## src/rtl/sar_search_if.sv

```systemverilog
// Handshake and comparator bundle for sar_search.
// master = search engine side, slave = requester/comparator side.
interface sar_search_if #(
  parameter int WIDTH = 8
);
  logic             start;
  logic [WIDTH-1:0] trial;
  logic             cmp_eq;
  logic             cmp_lt;
  logic             cmp_gt;
  logic             busy;
  logic             done;
  logic [WIDTH-1:0] result;
  logic             found;
  logic             err;

  modport master (
    input  start, cmp_eq, cmp_lt, cmp_gt,
    output trial, busy, done, result, found, err
  );

  modport slave (
    output start, cmp_eq, cmp_lt, cmp_gt,
    input  trial, busy, done, result, found, err
  );
endinterface

```

## src/rtl/sar_search.sv

```systemverilog
// MSB-first successive-approximation search against an external comparator.
// Optional build macro SAR_EARLY_EXIT_EN: a sampled cmp_eq ends the search at once.
module sar_search #(
  parameter int WIDTH = 8
) (
  input  logic         clk,
  input  logic         rst_n,
  sar_search_if.master bus
);
  localparam int IW = (WIDTH > 2) ? $clog2(WIDTH) : 1;

  typedef enum logic {S_IDLE, S_TRIAL} state_t;

  state_t           state_q, state_d;
  logic [WIDTH-1:0] trial_q, trial_d;
  logic [WIDTH-1:0] result_q, result_d;
  logic [IW-1:0]    idx_q, idx_d;
  logic             busy_q, busy_d;
  logic             done_q, done_d;
  logic             found_q, found_d;
  logic             err_q, err_d;

  logic [2:0]       resp;
  logic             resp_ok;
  logic             early_hit;
  logic [WIDTH-1:0] bit_m;
  logic [WIDTH-1:0] code_clr;
  logic [WIDTH-1:0] code_upd;

  assign resp     = {bus.cmp_eq, bus.cmp_lt, bus.cmp_gt};
  assign resp_ok  = $onehot(resp);
  assign bit_m    = {{(WIDTH-1){1'b0}}, 1'b1} << idx_q;
  assign code_clr = trial_q & ~bit_m;
  // eq keeps the bit just like lt: the trial is not above the target
  assign code_upd = (bus.cmp_eq || bus.cmp_lt) ? trial_q : code_clr;

`ifdef SAR_EARLY_EXIT_EN
  assign early_hit = bus.cmp_eq;
`else
  assign early_hit = 1'b0;
`endif

  always_comb begin
    state_d  = state_q;
    trial_d  = trial_q;
    result_d = result_q;
    idx_d    = idx_q;
    busy_d   = busy_q;
    done_d   = 1'b0;
    found_d  = found_q;
    err_d    = err_q;
    case (state_q)
      S_IDLE: begin
        if (bus.start) begin
          result_d = '0;
          found_d  = 1'b0;
          err_d    = 1'b0;
          trial_d  = {1'b1, {(WIDTH-1){1'b0}}};
          idx_d    = IW'(WIDTH-1);
          busy_d   = 1'b1;
          state_d  = S_TRIAL;
        end
      end
      S_TRIAL: begin
        if (!resp_ok) begin
          // broken comparator: keep only the bits already decided
          err_d    = 1'b1;
          found_d  = 1'b0;
          result_d = code_clr;
          trial_d  = '0;
          idx_d    = '0;
          busy_d   = 1'b0;
          done_d   = 1'b1;
          state_d  = S_IDLE;
        end else begin
          if (bus.cmp_eq) found_d = 1'b1;
          if (early_hit) begin
            result_d = trial_q;
            trial_d  = '0;
            idx_d    = '0;
            busy_d   = 1'b0;
            done_d   = 1'b1;
            state_d  = S_IDLE;
          end else if (idx_q != '0) begin
            trial_d = code_upd | (bit_m >> 1);
            idx_d   = idx_q - 1'b1;
          end else begin
            result_d = code_upd;
            trial_d  = '0;
            busy_d   = 1'b0;
            done_d   = 1'b1;
            state_d  = S_IDLE;
          end
        end
      end
      default: begin
        state_d = S_IDLE;
        trial_d = '0;
        idx_d   = '0;
        busy_d  = 1'b0;
      end
    endcase
  end

  always_ff @(posedge clk or negedge rst_n) begin
    if (!rst_n) begin
      state_q  <= S_IDLE;
      trial_q  <= '0;
      result_q <= '0;
      idx_q    <= '0;
      busy_q   <= 1'b0;
      done_q   <= 1'b0;
      found_q  <= 1'b0;
      err_q    <= 1'b0;
    end else begin
      state_q  <= state_d;
      trial_q  <= trial_d;
      result_q <= result_d;
      idx_q    <= idx_d;
      busy_q   <= busy_d;
      done_q   <= done_d;
      found_q  <= found_d;
      err_q    <= err_d;
    end
  end

  assign bus.trial  = trial_q;
  assign bus.result = result_q;
  assign bus.busy   = busy_q;
  assign bus.done   = done_q;
  assign bus.found  = found_q;
  assign bus.err    = err_q;
endmodule

```

## src/flat_wrapper.sv

```systemverilog
// flat-port wrapper written by rule: the top's interface ports become plain ports
module sar_search_flat 
#(
  parameter int WIDTH = 8
)
  (clk, rst_n, bus_start, bus_cmp_eq, bus_cmp_lt, bus_cmp_gt, bus_trial, bus_busy, bus_done, bus_result, bus_found, bus_err);
  sar_search_if #(.WIDTH(WIDTH)) bus_i ();
  input  logic clk;
  input  logic rst_n;
  input wire logic [$bits(bus_i.start)-1:0] bus_start;
  input wire logic [$bits(bus_i.cmp_eq)-1:0] bus_cmp_eq;
  input wire logic [$bits(bus_i.cmp_lt)-1:0] bus_cmp_lt;
  input wire logic [$bits(bus_i.cmp_gt)-1:0] bus_cmp_gt;
  output wire logic [$bits(bus_i.trial)-1:0] bus_trial;
  output wire logic [$bits(bus_i.busy)-1:0] bus_busy;
  output wire logic [$bits(bus_i.done)-1:0] bus_done;
  output wire logic [$bits(bus_i.result)-1:0] bus_result;
  output wire logic [$bits(bus_i.found)-1:0] bus_found;
  output wire logic [$bits(bus_i.err)-1:0] bus_err;
  assign bus_i.start = bus_start;
  assign bus_i.cmp_eq = bus_cmp_eq;
  assign bus_i.cmp_lt = bus_cmp_lt;
  assign bus_i.cmp_gt = bus_cmp_gt;
  assign bus_trial = bus_i.trial;
  assign bus_busy = bus_i.busy;
  assign bus_done = bus_i.done;
  assign bus_result = bus_i.result;
  assign bus_found = bus_i.found;
  assign bus_err = bus_i.err;
  sar_search #(.WIDTH(WIDTH)) u_core (.clk(clk), .rst_n(rst_n), .bus(bus_i));
endmodule
```

## config.mk

```make
export PLATFORM = sky130hd
export DESIGN_NAME = sar_search_flat
export DESIGN_NICKNAME = d
export VERILOG_FILES = /design/src/rtl/sar_search_if.sv /design/src/rtl/sar_search.sv /design/src/flat_wrapper.sv
export SDC_FILE = /design/constraint.sdc
export NUM_CORES = 1
export LEC_CHECK = 0
export ABC_AREA = 1
export CORE_MARGIN = 4
export CORE_UTILIZATION = 51
export CTS_CLUSTER_SIZE = 25
export DETAILED_ROUTE_END_ITERATION = 6
export GPL_TIMING_DRIVEN = 0
export PLACE_DENSITY_LB_ADDON = 0.08
export SLEW_MARGIN = 20
export SYNTH_ARGS = -nofsm -noshare
export SYNTH_HDL_FRONTEND = slang
export SYNTH_SLANG_ARGS = --single-unit
```

## constraint.sdc

```tcl
create_clock -name clk -period 1.69 [get_ports clk]
set_clock_uncertainty 0.05 [all_clocks]
set_input_delay 0.4225 -clock clk [delete_from_list [all_inputs] [get_ports clk]]
set_output_delay 0.4225 -clock clk [all_outputs]
set_load 0.005 [all_outputs]
```

; ---- Word-level counts from Yosys, hierarchy flattened
; Index checks and enable logic that the tools add are counted.
[classes]
addsub = 3
eq_ne = 6
shifts = 1
n_mux = 30
bitwise_logic = 4
n_reduce_logical = 6
[op_table]
columns = operator, count
row1 = $mux 8, 7
row2 = $pmux 8 s2, 2
row3 = $mux 1, 13
row4 = $mux 3, 3
row5 = $ne 3x3->1 const B, 3
row6 = $and 8x8->8, 1
row7 = $not 8->8, 1
row8 = $or 8x7->8, 1
row9 = $pmux 1 s2, 4
row10 = $reduce_and 2->1, 4
row11 = $shl 1x3->8 const A, 1
row12 = $pmux 3 s2, 1
row13 = $ne 2x2->1 const B, 2
row14 = $reduce_bool 3->1, 1
row15 = $sub 3x1->3 const B, 1
row16 = $add 1x1->2, 1
row17 = $add 2x1->2, 1
row18 = $eq 2x1->1 const B, 1
row19 = $logic_or 1x1->1, 1
row20 = $not 1->1, 1
[totals]
reg_bits = 24
input_bits = 6
output_inout_bits = 20
wordCells = 58

; ---- Longest topological paths before layout
[depth]
ltp_word = 8
mapped_depth = 9
depth_no_buf = 9

; ---- Least setup slack after synthesis
; No wires, ideal clock.
[synth_path]
kind = input -> register
from = input bus_cmp_gt
to = register u_core.result_q[0], in the netlist u_core.bus.result[0]
setup_time_ns = 0.065
arrival_ns = 1.553
required_time_ns = 1.575
slack_ns = 0.022
stages = 7
path_buffers = 0
path_cell_list = inv_1 fa_1 nor2_4 nand2_1 nand2_1 nand3_1 nand2_1
[synth_between]
elab_chain_cells = 5
word_cells_on_any_way = 7
cone_classes = 2 x add/sub / 2 x eq/ne / 2 x mux / 1 x reduce/logical
[synth_lines]
columns = element, line_no
row1 = start: declaration, flat_wrapper.sv:13  ; input wire logic [$bits(bus_i.cmp_gt)-1:0] bus_cmp_gt;
row2 = $add 1x1->2 (implied by the code) (*), sar_search.sv:31  ; assign resp_ok = $onehot(resp);
row3 = $add 2x1->2 (implied by the code) (*), sar_search.sv:31
row4 = $eq 2x1->1 (*), sar_search.sv:31
row5 = $mux 8 / $ne 3x3->1 (equally long branches), n/a
row6 = $pmux 8 s2 / $reduce_and 2->1 (equally long branches), n/a
row7 = end signal: assignment, sar_search.sv:118  ; result_q <= result_d;
row8 = end: declaration, sar_search.sv:16  ; logic [WIDTH-1:0] result_q, result_d;
; Every way passes the cells marked *; elsewhere a longest branch is shown, timed or not.
; A chain may end at the register's enable or synchronous reset.

; ---- Final worst setup path
[layout_path]
from = register u_core.trial_q[7], in the netlist u_core.bus.trial[7]
to = output bus_trial[7]
[layout_lines]
columns = element, line_no
row1 = start: declaration, sar_search.sv:15  ; logic [WIDTH-1:0] trial_q, trial_d;
row2 = start signal: assignment, sar_search.sv:117  ; trial_q <= trial_d;
row3 = end: declaration, flat_wrapper.sv:14  ; output wire logic [$bits(bus_i.trial)-1:0] bus_trial;
; No word-level cell between the ends.

==> results.rst <==
.. list-table::
   :header-rows: 1

   * - Metric
     - Value
   * - TritonCTS buffer count
     - 3
   * - Fraction of final layout cells sized beyond drive strength 1
     - 0.2000
   * - Die outline area
     - 3480 um^2
   * - R2R cell count
     - 6
   * - Number of iterations in the first detailed-routing pass
     - 4
   * - Initial antenna violation count
     - 0
   * - Overflow left after global routing
     - 0
   * - Power density relative to cell area
     - 1004 nW/um^2
   * - Routability congestion estimate
     - 0.7921
   * - Internal power
     - 1116 uW
   * - Maximum resistive drop on vdd
     - 0.0006865 V
   * - Leakage power of the design
     - 0.001202 uW
   * - Count of endpoints failing setup in the final report
     - 0
   * - Count of inserted antenna diode cells
     - 0
   * - Placeable core region
     - 2477 um^2
   * - Synthesized area
     - 1326 um^2
   * - Switching pwr
     - 711.4 uW
   * - Placed instance area
     - 1614 um^2
   * - Synth cell types
     - 18
   * - Path type of the worst setup path
     - register to output pin
   * - Part of the power in combinational logic
     - 0.464
   * - Initial Utilization
     - 0.5354
   * - Actual slew at the worst max-slew pin
     - 509.3 ps
   * - Clock power share
     - 0.136
   * - GRT Resource Usage Total
     - 0.1922
   * - Clock latency of the later-clocked register in the worst-skew pair
     - 310 ps
   * - Via count of the first global-routing pass
     - 1183
   * - Kind of end point of the critical path
     - output pin
   * - Final number of hold-violating endpoints
     - 0
   * - Relative slew slack
     - 0.6605
   * - Largest fanout on the critical path
     - 2
   * - Leading cell type in the layout, fill and taps excluded
     - nand2_1
   * - Worst-path cell with the longest stage delay
     - clkdlybuf4s50_1
   * - Clock tree from TritonCTS
     - done
   * - Top Ports
     - 26
   * - Post-Syn Area per Cell
     - 7.579 um^2
   * - Setup slack, reg-to-reg
     - 150 ps
   * - CTS clock-pin slew for the worst setup and hold paths
     - 120 ps
   * - Seq cells post-synth
     - 24
   * - Wire length of the first global-routing pass
     - 5064 um
   * - Peak per-stage delay on the critical path
     - 500 ps
   * - Post-synthesis sequential area ratio
     - 0.4528
   * - Filler cells
     - 197
   * - Library cell used as clock root buffer
     - clkbuf_4
   * - Clock sinks
     - 24
   * - Vias per inst
     - 4.836
   * - Leading cell types in the layout, fill and taps excluded
     - nand2_1, dfrtp_1, inv_1, buf_4, nand3_1
   * - Width of the die
     - 59.00 um
   * - Number of max-capacitance violations reported
     - 0
   * - Class of the most critical hold timing path
     - primary input to async pin
   * - Share of total power in sequential cells
     - 0.400
   * - WP data arrival
     - 1190 ps
   * - Area added between synthesis and finish
     - 37.26%
   * - Element type at the critical path start
     - register
   * - Critical path buffers and inverters
     - 1
   * - Worst path cell trace
     - clkdlybuf4s50_1
   * - Number of standard cells after synthesis
     - 175
   * - Multi-input gate area in the final layout
     - 648.1 um^2
   * - Final count of pins violating max slew
     - 0
   * - WL per Instance
     - 12.14 um
   * - DRC violations left
     - 0
   * - Vias
     - 1209
   * - Die extent in y
     - 59.00 um
   * - Number of design-rule violations left by the first detailed-router iteration
     - 45
   * - Post-detailed-placement half-perimeter wirelength
     - 2111 um
   * - Run status
     - complete, no violations
   * - Net count after synthesis
     - 187
   * - Fin area
     - 1821 um^2
   * - Hold-fix buffers, CTS
     - 0
   * - Largest delay share family, worst path
     - buffers and inverters
   * - Area occupied by registers
     - 600.6 um^2
   * - Maximum number of pins on one net before global-route repair
     - 25
   * - Sw frac
     - 0.3893
   * - Final antenna-violating net count
     - 0
   * - Wirelength, routed
     - 3036 um
   * - Count of H-tree levels built during CTS
     - 1
   * - Final Cycle Share
     - 0.9846
   * - Shortest clock period the worst path allows after layout
     - 1664 ps
   * - Row count
     - 18
   * - R2R Path Start
     - u_core.idx_q[0]
   * - Maximum achievable frequency
     - 601.0 MHz
   * - Largest buffer count on any clock path
     - 2
   * - Port Buffers
     - 25
   * - Final net count
     - 234
   * - R2r endpoint
     - u_core.bus.result[0]
   * - Required time of the worst setup path
     - 1220 ps
   * - Syn. warnings
     - 0
   * - WHS
     - 5.262 ps
==> cells in the mapped netlist, drive strengths merged <==
| cell type | count | area (um^2) |
|---|---|---|
| a21oi | 2 | 21.27 |
| buf | 2 | 22.52 |
| dfrtp | 24 | 600.6 |
| fa | 1 | 20.02 |
| ha | 5 | 62.56 |
| inv | 25 | 98.85 |
| nand2 | 89 | 351.6 |
| nand3 | 14 | 82.58 |
| nor2 | 7 | 33.78 |
| o21a | 1 | 7.510 |
| o21ai | 5 | 25.02 |
==> layer usage <==
metal,part of all wire,GRT usage,routed length [um],vias to the layer above
li1,-,-,-,619
met1,0.45,0.2423,1366,560
met2,0.49,0.3297,1475,25
met3,0.048,0.02832,146,5
met4,0.015,0.07767,47,0
met5,0,0,0,-
==> power groups by stage <==
stage | clock network [uW] | logic (uW) | registers [uW]
floorplan | 0 | 502 | 742
global placement | 0 | 732 | 742
detailed placement | 0 | 748 | 751
CTS | 251 | 818 | 731
global route | 275 | 960 | 744
finish | 249 | 848 | 730
==> state kept, by name, summed over array words and instances, names as in the netlist <==
name and count:
u_core.state_q 1, u_core.bus.result 8, u_core.bus.busy 1, u_core.bus.err 1, u_core.bus.found 1, u_core.bus.done 1
u_core.bus.trial 8, u_core.idx_q 3
==> cell families after synthesis <==
kind of cell / Yosys count / share of synthesized area
AND/OR/NAND/NOR: 110 / 0.3528
buffers and inverters: 27 / 0.09151
adder cells (fa/ha/maj): 6 / 0.06226
flip-flops: 24 / 0.4528
AO/OA/AOI/OAI: 8 / 0.04056
==> stage by stage <==
| stage | worst slack, ps | util | TNS, ps | power (uW) | std cells |
|---|---|---|---|---|---|
| global route | -16.56 | 0.7348 | -32.94 | 1979 | 250 |
| global placement | -607.0 | 0.6515 | -14370 | 1473 | 230 |
| detailed placement | -641.5 | 0.6515 | -14640 | 1499 | 230 |
| floorplan | 21.78 | - | 0 | 1244 | 175 |
| finish | 26.06 | 0.7348 | 0 | 1827 | 250 |
| CTS | 17.43 | 0.7005 | 0 | 1799 | 243 |
==> what timing repair did <==
| action | in CTS | in global routing |
|---|---|---|
| endpoints found under the setup margin | 32 | 33 |
| cloned | 1 | 0 |
| endpoints found under the hold margin | 0 | 0 |
| buffers inserted | 9 | 7 |
| pin swaps | 5 | 6 |
| gates resized for setup | 12 | 22 |
==> area by class of cell <==
class,instances,area share
Clock buffer,3,0.01237
Sequential cell,24,0.3299
Buffer,2,0.01237
Tap cell,30,0.02062
Multi-Input combinational cell,125,0.3560
Timing Repair Buffer,41,0.2117
Inverter,25,0.05704
==> worst max-delay path by stage <==
stage	from	end	slack, ps	cells after the start
floorplan	bus_cmp_gt	u_core.bus.result[0]	20	7
detailed placement	bus_cmp_lt	u_core.bus.result[0]	-640	8
global route	u_core.bus.done	bus_done	-20	1
CTS	u_core.bus.trial[3]	bus_trial[3]	20	1
global placement	bus_cmp_lt	u_core.bus.result[4]	-610	8
finish	u_core.bus.trial[7]	bus_trial[7]	30	1
Power figures use the tool's default switching activity.
